==> src/rtl/fifo_rd_drain.sv <==
// ----------------------------------------------------------------------------
// fifo_rd_drain
//
// Read-side drain engine for the flip-flop FIFO. It watches the FIFO read-port
// status and issues pops in bursts. A burst opens once the occupancy reaches
// BURST_MIN, or at any time while flush is high. Popped words land in a
// 3-entry circular buffer that feeds a valid/ready stream. Each word carries a
// tag marking the word that was the only entry in the FIFO when it was popped.
//
// Parameters
//   WIDTH      data width (matches FIFO rd_data)
//   DEPTH      FIFO depth; occup is $clog2(DEPTH)+1 bits
//   BURST_MIN  occupancy that opens a burst (1..DEPTH)
//
// Ports
//   clk_r      in   read-domain clock
//   rst_r      in   synchronous active-high reset
//   empty      in   FIFO empty flag (registered in the FIFO)
//   occup      in   FIFO occupancy
//   rd_data    in   FIFO read data, valid the cycle after rd_en
//   rd_en      out  FIFO pop request
//   flush      in   level; forces draining regardless of occup
//   out_valid  out  stream word valid
//   out_ready  in   consumer accepts the word
//   out_data   out  stream data
//   out_last   out  word was the only FIFO entry when it was popped
//   busy       out  streaming, or buffer / in-flight slot occupied
// ----------------------------------------------------------------------------

// Simulation-only checker: the buffer plus the in-flight slot never exceeds
// the three available entries.
module fifo_rd_drain_chk (
    input logic       clk_r,
    input logic       rst_r,
    input logic [1:0] buf_cnt,
    input logic       inflight
);

    // Flag any cycle where outstanding words exceed buffer capacity.
    always_ff @(posedge clk_r) begin
        if (!rst_r) begin
            assert (({1'b0, buf_cnt} + {2'b00, inflight}) <= 3'd3)
            else $error("fifo_rd_drain: credit overflow buf_cnt=%0d inflight=%0d",
                        buf_cnt, inflight);
        end
    end

endmodule

module fifo_rd_drain #(
    parameter int WIDTH     = 32,
    parameter int DEPTH     = 16,
    parameter int BURST_MIN = 4
) (
    input  logic                     clk_r,
    input  logic                     rst_r,
    input  logic                     empty,
    input  logic [$clog2(DEPTH):0]   occup,
    input  logic [WIDTH-1:0]         rd_data,
    output logic                     rd_en,
    input  logic                     flush,
    output logic                     out_valid,
    input  logic                     out_ready,
    output logic [WIDTH-1:0]         out_data,
    output logic                     out_last,
    output logic                     busy
);

    localparam int OCC_W = $clog2(DEPTH) + 1;

    typedef enum logic [0:0] {
        ST_IDLE   = 1'b0,
        ST_STREAM = 1'b1
    } state_t;

    state_t           state_r;
    state_t           state_nxt_s;
    logic             inflight_r;
    logic             tag_r;
    logic [1:0]       head_r;
    logic [1:0]       tail_r;
    logic [1:0]       buf_cnt_r;
    logic             out_valid_r;
    logic             busy_r;
    logic [WIDTH-1:0] buf_data_r [3];
    logic             buf_last_r [3];

    logic             credit_ok_s;
    logic             push_s;
    logic             pop_s;
    logic [1:0]       head_nxt_s;
    logic [1:0]       tail_nxt_s;
    logic [1:0]       cnt_nxt_s;

    // Three-entry pointer advance: 0 -> 1 -> 2 -> 0.
    function automatic logic [1:0] ptr_inc(input logic [1:0] ptr);
        return (ptr == 2'd2) ? 2'd0 : (ptr + 2'd1);
    endfunction

    // Burst open/close decisions.
    always_comb begin
        state_nxt_s = state_r;
        case (state_r)
            ST_IDLE: begin
                if ((occup >= OCC_W'(BURST_MIN)) || flush) begin
                    state_nxt_s = ST_STREAM;
                end else begin
                    state_nxt_s = ST_IDLE;
                end
            end
            ST_STREAM: begin
                // Dropping flush mid-burst does not end it; only empty does.
                if (empty && !flush) begin
                    state_nxt_s = ST_IDLE;
                end else begin
                    state_nxt_s = ST_STREAM;
                end
            end
            default: state_nxt_s = ST_IDLE;
        endcase
    end

    // Pop request: only with a free buffer slot for every outstanding word.
    // Deliberately independent of out_ready; gated off while reset is held.
    always_comb begin
        credit_ok_s = (({1'b0, buf_cnt_r} + {2'b00, inflight_r}) < 3'd3);
        if (!rst_r && (state_r == ST_STREAM) && !empty && credit_ok_s) begin
            rd_en = 1'b1;
        end else begin
            rd_en = 1'b0;
        end
    end

    // Buffer pointer and occupancy bookkeeping.
    always_comb begin
        push_s     = inflight_r;
        pop_s      = (buf_cnt_r != 2'd0) && out_ready;
        head_nxt_s = head_r;
        tail_nxt_s = tail_r;
        cnt_nxt_s  = buf_cnt_r;
        if (pop_s) begin
            head_nxt_s = ptr_inc(head_r);
        end else begin
            head_nxt_s = head_r;
        end
        if (push_s) begin
            tail_nxt_s = ptr_inc(tail_r);
        end else begin
            tail_nxt_s = tail_r;
        end
        case ({push_s, pop_s})
            2'b10:   cnt_nxt_s = buf_cnt_r + 2'd1;
            2'b01:   cnt_nxt_s = buf_cnt_r - 2'd1;
            default: cnt_nxt_s = buf_cnt_r;
        endcase
    end

    // Control state, in-flight tracking and registered status outputs.
    always_ff @(posedge clk_r) begin
        if (rst_r) begin
            state_r     <= ST_IDLE;
            inflight_r  <= 1'b0;
            tag_r       <= 1'b0;
            head_r      <= 2'd0;
            tail_r      <= 2'd0;
            buf_cnt_r   <= 2'd0;
            out_valid_r <= 1'b0;
            busy_r      <= 1'b0;
        end else begin
            state_r     <= state_nxt_s;
            inflight_r  <= rd_en;
            // The tag is taken at pop time, so a same-cycle FIFO write cannot
            // clear it; it rides alongside the word still in flight.
            tag_r       <= rd_en ? (occup == OCC_W'(1)) : tag_r;
            head_r      <= head_nxt_s;
            tail_r      <= tail_nxt_s;
            buf_cnt_r   <= cnt_nxt_s;
            out_valid_r <= (cnt_nxt_s != 2'd0);
            busy_r      <= (state_nxt_s == ST_STREAM) || (cnt_nxt_s != 2'd0) || rd_en;
        end
    end

    // Buffer storage; entries only change at the tail so the head stays stable.
    always_ff @(posedge clk_r) begin
        if (rst_r) begin
            for (int i = 0; i < 3; i++) begin
                buf_data_r[i] <= '0;
                buf_last_r[i] <= 1'b0;
            end
        end else if (push_s) begin
            buf_data_r[tail_r] <= rd_data;
            buf_last_r[tail_r] <= tag_r;
        end
    end

    assign out_valid = out_valid_r;
    assign busy      = busy_r;
    assign out_data  = buf_data_r[head_r];
    assign out_last  = buf_last_r[head_r];

    fifo_rd_drain_chk u_chk (
        .clk_r    (clk_r),
        .rst_r    (rst_r),
        .buf_cnt  (buf_cnt_r),
        .inflight (inflight_r)
    );

endmodule

==> config.mk <==
export PLATFORM = sky130hd
export DESIGN_NAME = fifo_rd_drain
export DESIGN_NICKNAME = d
export VERILOG_FILES = /design/src/rtl/fifo_rd_drain.sv
export SDC_FILE = /design/constraint.sdc
export NUM_CORES = 1
export LEC_CHECK = 0
export CAP_MARGIN = 20
export CORE_UTILIZATION = 35
export CTS_CLUSTER_DIAMETER = 150
export DETAILED_ROUTE_END_ITERATION = 10
export PLACE_DENSITY = 0.53
export SLEW_MARGIN = 20
export SYNTH_ARGS = -nofsm -noshare
export SYNTH_HDL_FRONTEND = slang
export SYNTH_SLANG_ARGS = --single-unit
==> constraint.sdc <==
create_clock -name clk_r -period 2.7 [get_ports clk_r]
set_input_delay 0.54 -clock clk_r [delete_from_list [all_inputs] [get_ports clk_r]]
set_output_delay 0.54 -clock clk_r [all_outputs]
set_load 0.02 [all_outputs]
==> metrics.md <==
| Metric | Value |
|---|---|
| Status | `completed` |
| Ys Warns | `0` |
| Fin. Hold Viols | `0` |
| CTS tree | `built` |
| ANT cells | `0` |
| Worst-path fanout max | `6` |
| Worst Path Buf+Inv | `1` |
| Layout cells sized above 1 | `0.1978` |
| CP delay by family, top | `simple AND/OR/NAND/NOR gates` |
| Setup WS post-layout | `approximately 0.19 ns` |
| Final setup fails | `0` |
| Synth Area in Compound Gates | `0.01225` |
| RSZ-0062 raised after global routing | `no` |
| Starting Density | `0.3608` |
| Final Net Count | `477` |
| Critical Path RT | `between 2 and 2.5 ns` |
| Fmax achieved | `398.2 MHz` |
| Post-synthesis mux area share | `0.1250` |
| Routability cong. | `between 0.6 and 0.7` |
| Yosys reg bits | `between 100 and 150` |
| Commonest non-fill, non-tap cell in the layout | `edfxtp_1` |
| Power Total | `5.621 mW` |
| Vias in the first global route | `between 3000 and 4000` |
| DIE HEIGHT | `~130 um` |
| Critical Path Most Common Cell | `ha_1` |
| First-pass GRT wire length | `about 19000 um` |
| First drt pass iteration count | `4` |
| Gr ovfl total | `0` |
| Sequential cell area fraction in the yosys report | `0.7010` |
| Final worst path period need | `~2.5 ns` |
| Final slew viol count | `0` |
| Number of buffers inserted by hold repair at cts | `0` |
| CTS max path bufs | `2` |
| IO Count | `about 80` |
| Initial antenna violation count | `0` |
| Finished Core Util | `0.4650` |
| Post-Route WL | `about 12000 um` |
| Clock skew | `0.006316 ns` |
| Type of the worst min-delay path | `flip-flop to flip-flop` |
| Top FF cell, synth | `edfxtp_1` |
| H-Tree Depth | `4` |
| Largest net degree at the start of global routing | `34` |
| Clk slew on worst S/H paths | `around 0.060 ns` |
| Dpl ws | `-0.1128 ns` |
| Sequence of cells on the critical path | `ha_1 > ha_1 > or4b_4 > a21oi_4 > clkbuf_2` |
| Post-Synth XOR/XNOR Area | `0.002907` |
| DR iter-0 viols | `180` |
| Adder-cell share of the synthesized area | `0.006229` |
| Core box area | `around 17000 um^2` |
| Simple-gate share of the synthesized area | `0.1375` |
| Fin crit share | `0.9302` |
| CP Capture Type | `output pin` |
| Worst skew pair latency | `approximately 0.41 ns` |
| Mapped cell area | `6026 um^2` |
| Most frequent cells in the layout | `132 x edfxtp_1, 99 x and2_1, 43 x clkdlybuf4s50_1` |
| Largest family of logic cells by synthesized area | `simple AND/OR/NAND/NOR gates` |
| DRC viols | `0` |
| Sum Neg Setup Slack | `0 ns` |
| Async SR Flop Fraction | `0` |
| Die X | `around 130 um` |
| Synth Instances | `342` |
| PortBufs | `77` |
| CP max stage delay | `0.50 ns` |
| Critical path's slowest cell | `or4b_4` |
| Post-route ant nets | `0` |
| Number of synthesized flops with an enable pin | `132` |
| Clock Tree Root | `clkbuf_16` |
| CP Data Arrival Time | `slightly below 2 ns` |
| Max rail drop VDD | `480.3 uV` |
| Area delta synth->final | `28.88%` |
| Critical path class | `flip-flop to output pin` |
| Placement Rows | `between 40 and 50` |
| Pleak | `roughly 2.8 nW` |
| Worst rel slew slack | `0.6616` |
| Placed wire-length estimate | `6919 um` |
| Avg WL per Cell | `18.19 um` |
| Synth Net Count | `approximately 390` |
| Full die area | `about 18000 um^2` |
| Overall routing resource usage | `0.1479` |
| Slew @ Worst Pin | `0.5024 ns` |
| Worst setup SP type | `flip-flop` |
| Avg Synthesized Cell Area | `~18 um^2` |
| Vias per std cell | `between 4 and 5` |
| Pwr Density | `~720 nW/um^2` |
| CTS buffer count | `17` |
| CTS sink count | `roughly 150` |
| DR vias | `between 3000 and 4000` |
| Max-cap violation count | `0` |
| Synth cell types | `32` |
[state kept, by name (all words and copies together), names as in the netlist, named ones only]
name and count:
buf_cnt_r 2, tail_r 2, state_r 1, head_r 2, buf_data_r 128, busy 1
tag_r 1, buf_last_r 4, inflight_r 1, out_valid 1
[stage by stage]
stage          hold WS [ns]  std cells  instance area (um^2)
5_1_grt              0.5207        665                  7766
2_1_floorplan        0.4486        342                  6026
3_5_place_dp         0.4888        633                  7164
6_report             0.4934        665                  7766
4_1_cts              0.4995        665                  7770
3_3_place_gp         0.4605        633                  7164
[area by class of cell]
cell class,instances,area (um^2)
fillers,1479,8935
flip-flops and latches,145,4227
multi-input cells,176,1712
repair buffers,90,897.1
clock buffers,19,432.9
well taps,220,275.3
clock inverters,13,215.2
inverters,2,7.507
[repair_timing]
| item | 4_1_cts | 5_1_grt |
|---|---|---|
| setup buffers | 0 | 0 |
| setup endpoints to repair | 34 | 1 |
| resized for setup | 34 | 2 |
| endpoints found under the hold margin | 0 | 0 |
[Yosys cell counts (all sizes together) (3+ instances only)]
master    n  area share
clkbuf   14      0.0087
mux4     33        0.12
a21oi     7      0.0077
nor2      4      0.0025
ha        3      0.0062
nor2b     3      0.0031
buf       5      0.0052
and2     99        0.10
edfxtp  132        0.66
dfxtp    13       0.043
or2       4      0.0042
[power by group]
group / total, mW / switching, mW / internal (mW)
registers: 2.55 / 0.0267 / 2.52
clock network: 2.59 / 0.868 / 1.72
logic: 0.487 / 0.244 / 0.242
[final timing paths]
kind / to / depth (start not counted) / startpoint / slack [ns]
setup / recovery: rd_en / 5 / inflight_r$_SDFF_PP0_ / 0.19
hold / removal: flip-flop / 2 / head_r[0]$_SDFFE_PP0N_ / 0.49
setup reg to reg: busy$_SDFF_PP0_ / 6 / buf_cnt_r[0]$_SDFF_PP0_ / 0.75
hold reg to reg: flip-flop / 2 / head_r[0]$_SDFFE_PP0N_ / 0.49
[metal layers]
layer / part of all wire / track usage / up-vias
met2: 0.50 / 0.2481 / 61
met3: 0.042 / 0.03691 / 14
li1: - / - / 1478
met1: 0.44 / 0.1838 / 1624
met4: 0.017 / 0.05871 / 0
met5: 0 / 0 / -
[tightest hold or removal path, cell delays in order (launching register included)]
cell     delay [ns]
dfxtp_1        0.32
nand2_1        0.05
a21oi_1        0.07
[cell families (layout without fill, tap and decap cells)]
group	count (synthesis)	after routing
AOI/OAI and AO/OA	11	11
xor gates and xnor gates	2	2
adders and majority gates	3	3
buffers and inverters	21	124
DFF	145	145
muxes	34	34
and+or+nand+nor	126	126
(Power assumes the default switching activity.)
